`config.mk`:
```
export PLATFORM = sky130hd
export DESIGN_NAME = four_bit_divider
export DESIGN_NICKNAME = d
export VERILOG_FILES = /design/src/rtl/four_bit_divider_pkg.sv /design/src/rtl/four_bit_divider_borrow_sub.sv /design/src/rtl/four_bit_divider.sv
export SDC_FILE = /design/constraint.sdc
export NUM_CORES = 1
export LEC_CHECK = 0
export BUFFER_PORTS_ARGS = -buffer_cell sky130_fd_sc_hd__buf_4
export CORE_MARGIN = 3
export CORE_UTILIZATION = 55
export CTS_CLUSTER_SIZE = 12
export DETAILED_ROUTE_END_ITERATION = 10
export PLACE_DENSITY = 0.81
export SETUP_SLACK_MARGIN = 0.3
export SYNTH_ARGS = -nofsm -noshare
export SYNTH_HDL_FRONTEND = slang
export SYNTH_SLANG_ARGS = --single-unit
```
`constraint.sdc`:
```
create_clock -name CLOCK -period 3.01 [get_ports CLOCK]
set_clock_uncertainty 0.1 [all_clocks]
set_input_delay 0.4515 -clock CLOCK [delete_from_list [all_inputs] [get_ports CLOCK]]
set_output_delay 0.4515 -clock CLOCK [all_outputs]
set_load 0.02 [all_outputs]
```
`src/rtl/four_bit_divider_pkg.sv`:
```
// rtl/four_bit_divider_pkg.sv - shared FSM encoding and sizing constants for the restoring divider
package four_bit_divider_pkg;

    localparam int DEFAULT_WIDTH = 4;

    typedef enum logic [1:0] {
        ST_IDLE = 2'd0,
        ST_CALC = 2'd1,
        ST_FIN  = 2'd2
    } state_e;

    // Iteration counter must hold 0..width, so size it for width+1 values.
    function automatic int cnt_width(input int width);
        return $clog2(width + 1);
    endfunction

    localparam int DEFAULT_CNT_W = cnt_width(DEFAULT_WIDTH);

endpackage

```
`src/rtl/four_bit_divider_borrow_sub.sv`:
```
// rtl/four_bit_divider_borrow_sub.sv - N-bit ripple-borrow subtractor built from full-subtractor cells
module borrow_sub #(
    parameter int N = 5
) (
    input  logic [N-1:0] a,
    input  logic [N-1:0] b,
    output logic [N-1:0] diff,
    output logic         bout
);

    logic [N:0] borrow;

    assign borrow[0] = 1'b0;

    for (genvar i = 0; i < N; i++) begin : g_cell
        assign diff[i]     = a[i] ^ b[i] ^ borrow[i];
        assign borrow[i+1] = (~a[i] & b[i]) | (~(a[i] ^ b[i]) & borrow[i]);
    end

    assign bout = borrow[N];

endmodule

```
`src/rtl/four_bit_divider.sv`:
```
// rtl/four_bit_divider.sv - sequential restoring divider; DIVIDER_EARLY_EXIT_EN skips iterations when A < B
module four_bit_divider
    import four_bit_divider_pkg::*;
#(
    parameter int WIDTH = DEFAULT_WIDTH
) (
    input  logic             CLOCK,
    input  logic             RESET,
    input  logic             START,
    input  logic [WIDTH-1:0] A,
    input  logic [WIDTH-1:0] B,
    output logic             BUSY,
    output logic             DONE,
    output logic [WIDTH-1:0] Q,
    output logic [WIDTH-1:0] R,
    output logic             DIV_ZERO
);

    localparam int CNT_W = cnt_width(WIDTH);
    localparam logic [CNT_W-1:0] LAST_ITER = CNT_W'(WIDTH - 1);

    state_e           state_q, state_d;
    logic [WIDTH-1:0] dvd_q, dvd_d;
    logic [WIDTH-1:0] dsr_q, dsr_d;
    logic [WIDTH:0]   rem_q, rem_d;
    logic [WIDTH-1:0] quo_q, quo_d;
    logic [CNT_W-1:0] cnt_q, cnt_d;
    logic [WIDTH-1:0] q_q, q_d;
    logic [WIDTH-1:0] r_q, r_d;
    logic             div_zero_q, div_zero_d;

    logic [WIDTH:0]   rem_sh;
    logic [WIDTH:0]   trial;
    logic             trial_borrow;
    logic [WIDTH:0]   rem_step;
    logic [WIDTH-1:0] quo_step;

    // The remainder never reaches B, so its top bit is zero between iterations.
    logic unused_rem_msb;
    assign unused_rem_msb = rem_q[WIDTH];

    assign rem_sh = {rem_q[WIDTH-1:0], dvd_q[WIDTH-1]};

    borrow_sub #(
        .N(WIDTH + 1)
    ) u_borrow_sub (
        .a   (rem_sh),
        .b   ({1'b0, dsr_q}),
        .diff(trial),
        .bout(trial_borrow)
    );

    assign rem_step = trial_borrow ? rem_sh : trial;
    assign quo_step = {quo_q[WIDTH-2:0], ~trial_borrow};

    always_comb begin
        state_d    = state_q;
        dvd_d      = dvd_q;
        dsr_d      = dsr_q;
        rem_d      = rem_q;
        quo_d      = quo_q;
        cnt_d      = cnt_q;
        q_d        = q_q;
        r_d        = r_q;
        div_zero_d = div_zero_q;

        case (state_q)
            ST_IDLE: begin
                if (START) begin
                    dvd_d      = A;
                    dsr_d      = B;
                    rem_d      = '0;
                    quo_d      = '0;
                    cnt_d      = '0;
                    div_zero_d = 1'b0;
                    if (B == '0) begin
                        q_d        = '1;
                        r_d        = A;
                        div_zero_d = 1'b1;
                        state_d    = ST_FIN;
                    end
`ifdef DIVIDER_EARLY_EXIT_EN
                    else if (A < B) begin
                        q_d     = '0;
                        r_d     = A;
                        state_d = ST_FIN;
                    end
`endif
                    else begin
                        state_d = ST_CALC;
                    end
                end
            end
            ST_CALC: begin
                rem_d = rem_step;
                quo_d = quo_step;
                dvd_d = {dvd_q[WIDTH-2:0], 1'b0};
                cnt_d = cnt_q + CNT_W'(1);
                if (cnt_q == LAST_ITER) begin
                    q_d     = quo_step;
                    r_d     = rem_step[WIDTH-1:0];
                    state_d = ST_FIN;
                end
            end
            ST_FIN: begin
                state_d = ST_IDLE;
            end
            default: begin
                state_d = ST_IDLE;
            end
        endcase
    end

    always_ff @(posedge CLOCK or posedge RESET) begin
        if (RESET) begin
            state_q    <= ST_IDLE;
            dvd_q      <= '0;
            dsr_q      <= '0;
            rem_q      <= '0;
            quo_q      <= '0;
            cnt_q      <= '0;
            q_q        <= '0;
            r_q        <= '0;
            div_zero_q <= 1'b0;
        end else begin
            state_q    <= state_d;
            dvd_q      <= dvd_d;
            dsr_q      <= dsr_d;
            rem_q      <= rem_d;
            quo_q      <= quo_d;
            cnt_q      <= cnt_d;
            q_q        <= q_d;
            r_q        <= r_d;
            div_zero_q <= div_zero_d;
        end
    end

    assign BUSY     = (state_q != ST_IDLE);
    assign DONE     = (state_q == ST_FIN);
    assign Q        = q_q;
    assign R        = r_q;
    assign DIV_ZERO = div_zero_q;

endmodule
```
; Word level (Yosys, flattened, before mapping)
; Cells that the tools add are included.
[totals]
regBits = 29
output_inout_bits = 11
elab_cells = 73
[classes]
n_addsub = 1
eq_ne = 6
muxes = 22
bitwise = 27
n_reduce_logical = 8
[op_table]
columns = operator, n
row1 = $mux W4, 9
row2 = $pmux W4 S2, 4
row3 = $pmux W3 S2, 2
row4 = $not A1 Y1, 9
row5 = $and A1 B1 Y1, 8
row6 = $xor A1 B1 Y1, 7
row7 = $mux W2, 3
row8 = $mux W3, 2
row9 = $ne A2 B2 Y1 const B, 3
row10 = $reduce_and A2 Y1, 3
row11 = $logic_not A4 Y1, 1
row12 = $pmux W2 S2, 1
row13 = $reduce_and A4 Y1, 1
row14 = $reduce_bool A2 Y1, 2
row15 = $add A3 B1 Y3 const B, 1
row16 = $eq A3 B2 Y1 const B, 1
row17 = $or A1 B1 Y1, 3
row18 = $eq A2 B1 Y1 const B, 1
row19 = $eq A2 B2 Y1 const B, 1
row20 = $logic_not A2 Y1, 1
row21 = $mux W1, 1

; Depth between registers and ports, before layout
[logic_depth]
ltp_word = 12
mapped_depth = 10

; Cells and area by module
; Synthesis repeated with hierarchy kept, for this count alone.
[unflattened]
cells_unflattened = 136
area_unflattened_um2 = 1440.1
[by_module_without_submodules]
columns = mod, instances, cells_per_inst, area_per_inst_um2
row1 = four_bit_divider, 1, 119, 1302.5
row2 = borrow_sub, 1, 17, 137.6

; Least setup slack after synthesis
; Ideal clock, no wire load.
[synth_timing]
path_kind = reg2reg
from = reg dvd_q[3]
to = reg r_q[0] (netlist: R[0])
setup_ns = 0.125
arrival_time_ns = 2.227
required_time_ns = 2.785
slack_ns = 0.559
stages_incl_launch_ff = 11
path_buffers = 1
period_less_slack_ns = 2.451
cell_sequence = dfrtp_1 inv_1 ha_1 fa_1 fa_1 inv_1 fa_1 clkbuf_1 or3b_2 a31oi_1 mux2_2
[synth_via]
elab_chain_cells = 12
elab_cells_between_ends = 13
[synth_lines]
columns = item, line
row1 = from (decl), four_bit_divider.sv:23  ; logic [WIDTH-1:0] dvd_q, dvd_d;
row2 = from (signal assigned), four_bit_divider.sv:127  ; dvd_q <= dvd_d;
row3 = $not A1 Y1, four_bit_divider_borrow_sub.sv:17  ; assign borrow[i+1] = (~a[i] & b[i]) | (~(a[i] ^ b[i]) & borrow[i]);
row4 = $and A1 B1 Y1 (2 in a row), four_bit_divider_borrow_sub.sv:17
row5 = $or A1 B1 Y1, four_bit_divider_borrow_sub.sv:17
row6 = $and A1 B1 Y1, four_bit_divider_borrow_sub.sv:17
row7 = $or A1 B1 Y1, four_bit_divider_borrow_sub.sv:17
row8 = $and A1 B1 Y1, four_bit_divider_borrow_sub.sv:17
row9 = $or A1 B1 Y1, four_bit_divider_borrow_sub.sv:17
row10 = $and A1 B1 Y1, four_bit_divider_borrow_sub.sv:17
row11 = $mux W4 *, four_bit_divider.sv:53  ; assign rem_step = trial_borrow ? rem_sh : trial;
row12 = $mux W4 *, four_bit_divider.sv:99  ; if (cnt_q == LAST_ITER) begin
row13 = $pmux W4 S2 *, four_bit_divider.sv:67  ; case (state_q)
row14 = to (signal assigned), four_bit_divider.sv:133  ; r_q <= r_d;
row15 = to (decl), four_bit_divider.sv:29  ; logic [WIDTH-1:0] r_q, r_d;
; Every way passes the cells marked *; elsewhere a longest branch is shown, timed or not. The select of a mux whose other input is x is not followed.
; A chain may end at the register's enable or synchronous reset.

; Worst setup path in the final report
[layout_timing]
from = reg dvd_q[3]
to = reg r_q[3] (netlist: R[3])
[layout_via]
elab_chain_cells = 12
elab_cells_between_ends = 13
[layout_lines]
columns = item, line
row1 = $not A1 Y1 *, four_bit_divider_borrow_sub.sv:17
row2 = $and A1 B1 Y1 * (2 in a row), four_bit_divider_borrow_sub.sv:17
row3 = $or A1 B1 Y1 *, four_bit_divider_borrow_sub.sv:17
row4 = $and A1 B1 Y1 *, four_bit_divider_borrow_sub.sv:17
row5 = $or A1 B1 Y1 *, four_bit_divider_borrow_sub.sv:17
row6 = $and A1 B1 Y1, four_bit_divider_borrow_sub.sv:17
row7 = $or A1 B1 Y1, four_bit_divider_borrow_sub.sv:17
row8 = $and A1 B1 Y1, four_bit_divider_borrow_sub.sv:17
row9 = $mux W4 *, four_bit_divider.sv:53
row10 = $mux W4 *, four_bit_divider.sv:99
row11 = $pmux W4 S2 *, four_bit_divider.sv:67
; Marks and branches as above.

==> summary.txt <==
Route
  • Initial DRC Count: 41
  • Routed vias/inst: 5.73
  • Remaining antenna violation count: 0
  • Post-Route WL: 3100 µm
  • DR WL/cell: 16.6 µm
  • # DRC: 0
  • DR vias: 1072
  • DRT Pass-1 Iters: 4

Timing
  • Period utilization: 87.5%
  • Hold Vio Cnt, Final: 0
  • Setup tns final: 0 ns
  • Max frequency: 0.380 GHz
  • RSZ-0062 raised after global routing: no
  • Tmin final: 2.63 ns
  • Max-slew violations: 0
  • Setup WS post-layout: 0.377 ns
  • Worst slew pin tran: 0.857 ns
  • Rel. slew slack: 42.8%
  • Final setup fails: 0

Critical path
  • Critical path class: reg2reg
  • Crit path arrival time: 2.74 ns
  • Worst-path maximum fanout: 3
  • Crit path launch type: flop
  • WP data required: 3.12 ns
  • CP endpoint kind: flop

Synth
  • Average size of a mapped cell: 10.6 µm²
  • Post-Syn Instances: 136
  • Synth Cell Area: 1440 µm²
  • Register bit total from synthesis: 29
  • Synth Warn #: 0
  • Syn Nets: 153
  • Ys flop type: dfrtp_1
  • Ys async rst share: 100%
  • Sequential fraction of the synthesis area: 50.6%
  • Yosys cell types: 32
  • Number of synthesized flops with an enable pin: 0

Layout
  • Most common cell after layout, fill and taps aside: dfrtp_1
  • # fillers: 181
  • P&R area growth vs syn: 17.8%
  • Fraction of layout cells with a size suffix above 1: 27.7%
  • Antenna cells: 0
  • Most frequent cells in the layout: 29 x dfrtp_1, 24 x buf_4, 15 x nand2_1
  • Final net count: 175

Clock tree
  • Cts hold-fix bufs: 0
  • Clk_lat worst skew: 0.33 ns
  • Clock Sink Count: 29
  • Root buffer cell: clkbuf_4
  • CTS H-tree depth: 2
  • Clk slew on worst S/H paths: 0.10 ns
  • Clk buf depth: 2
  • CTS tree: done
  • CTS buffer count: 5

Run
  • Max Cap Viol: 0

Power and ir drop
  • Pwr Density: 1150 nW/µm²
  • Peak supply drop: 0.000897 V
  • Leak: 0.793 nW
  • Power Total: 1.95 mW

Floorplanning
  • Core area: 2340 µm²
  • Starting Density: 61.3%
  • Die X: 57.1 µm
  • Die footprint: 3260 µm²
  • Die H: 57.1 µm
  • Site row count: 17
  • I/O pin count: 22

Global routing
  • First-pass GRT wire length: 5150 µm
  • Largest net degree at the start of global routing: 30
  • Initial antenna violation count: 0
  • GRT Total Usage: 20.6%
  • Overflow after GRT: 0
  • Vias in the first global route: 1131

Placed design
  • Input/output buffers: 21
  • DP Wirelength: 2160 µm
  • Setup slack after placement: 0.420 ns
  • RD Place Congestion: 0.853

Run status
  • Status: completed

Worst hold path
  • Hold Crit Class: in2async
## final timing paths
check | startpoint | endpoint | slack [ns] | cells after the start
max | dvd_q[3] | R[3] | 0.38 | 9
min | RESET | state_q[0] | 0.08 | 3
max reg2reg | dvd_q[3] | R[3] | 0.38 | 9
min reg2reg | cnt_q[2] | cnt_q[2] | 0.40 | 2
max in group asynchronous | RESET | R[2] | 2.44 | 3
min in group CLOCK | B[3] | dsr_q[3] | 0.26 | 3
## cells in the mapped netlist, types with 3 or more instances
cell	n	share of area, %
a21oi_1	3	1.0
clkbuf_1	7	1.8
dfrtp_1	29	51
fa_1	3	4.2
ha_1	3	2.6
inv_1	13	3.4
mux2_2	6	4.7
mux2i_1	5	3.5
nand2_1	15	3.9
nor2_1	6	1.6
nor2b_1	4	1.7
o21ai_0	12	4.2
## repair_timing
action / in CTS / in global routing
setup endpoints to repair: 0 / 3
setup buffers: 0 / 1
resized for setup: 0 / 3
## layer usage
| metal | wire (µm) | global-route usage, % | vias up | share of wire [%] |
|---|---|---|---|---|
| met1 | 1320 | 27.0 | 527 | 43 |
| met3 | 207 | 5.88 | 5 | 6.7 |
| li1 | - | - | 509 | - |
| met2 | 1530 | 32.8 | 31 | 49 |
| met5 | 0 | 0 | - | 0 |
| met4 | 34 | 6.95 | 0 | 1.1 |
## cells by family (layout without fill, tap and decap cells)
logic type | Yosys count | count (layout) | synth area share (%)
AOI/OAI and AO/OA | 35 | 35 | 17.0
adders and majority gates | 6 | 6 | 6.80
buffers and inverters | 22 | 45 | 5.93
DFF | 29 | 29 | 50.6
muxes | 11 | 11 | 8.20
and+or+nand+nor | 33 | 33 | 11.5
## sequential cells by signal, summed over array words and instances, names as in the netlist
register and cells:
dsr_q 4, state_q 2, R 4, DIV_ZERO 1, rem_q 4, Q 4
dvd_q 4, quo_q 3, cnt_q 3
## worst max-delay path: stages (launching register included)
cell     delay [ns]
dfrtp_1        0.38
inv_1          0.06
ha_1           0.20
fa_1           0.38
fa_1           0.36
inv_1          0.09
fa_2           0.46
o21ai_1        0.09
a31oi_1        0.10
mux2_4         0.30
## metrics by stage
step	utilization [%]	hold WS [ns]	std cells	cell area [µm²]
after detailed placement	68.7	0.387	178	1610
after global routing	72.2	0.114	187	1690
after floorplan	-	0.350	136	1440
after global placement	68.7	0.364	178	1610
after CTS	71.7	0.0990	186	1680
final	72.2	0.0837	187	1690
## report_power, final
group	leakage [nW]	switching (mW)	internal, mW	total (mW)
clock	0.0413	0.138	0.135	0.273
combinational	0.398	0.526	0.435	0.961
sequential	0.353	0.152	0.561	0.713
## final cells by class
cell class,count,area (µm²),share of cell area (%)
clock buffers,7,65.1,3.85
clock inverters,1,5.00,0.296
inverters,13,48.8,2.89
multi-input cells,85,631,37.3
flip-flops and latches,29,726,42.9
well taps,28,35.0,2.07
repair buffers,24,180,10.7
Note: power is estimated with default switching activity, not from simulation.
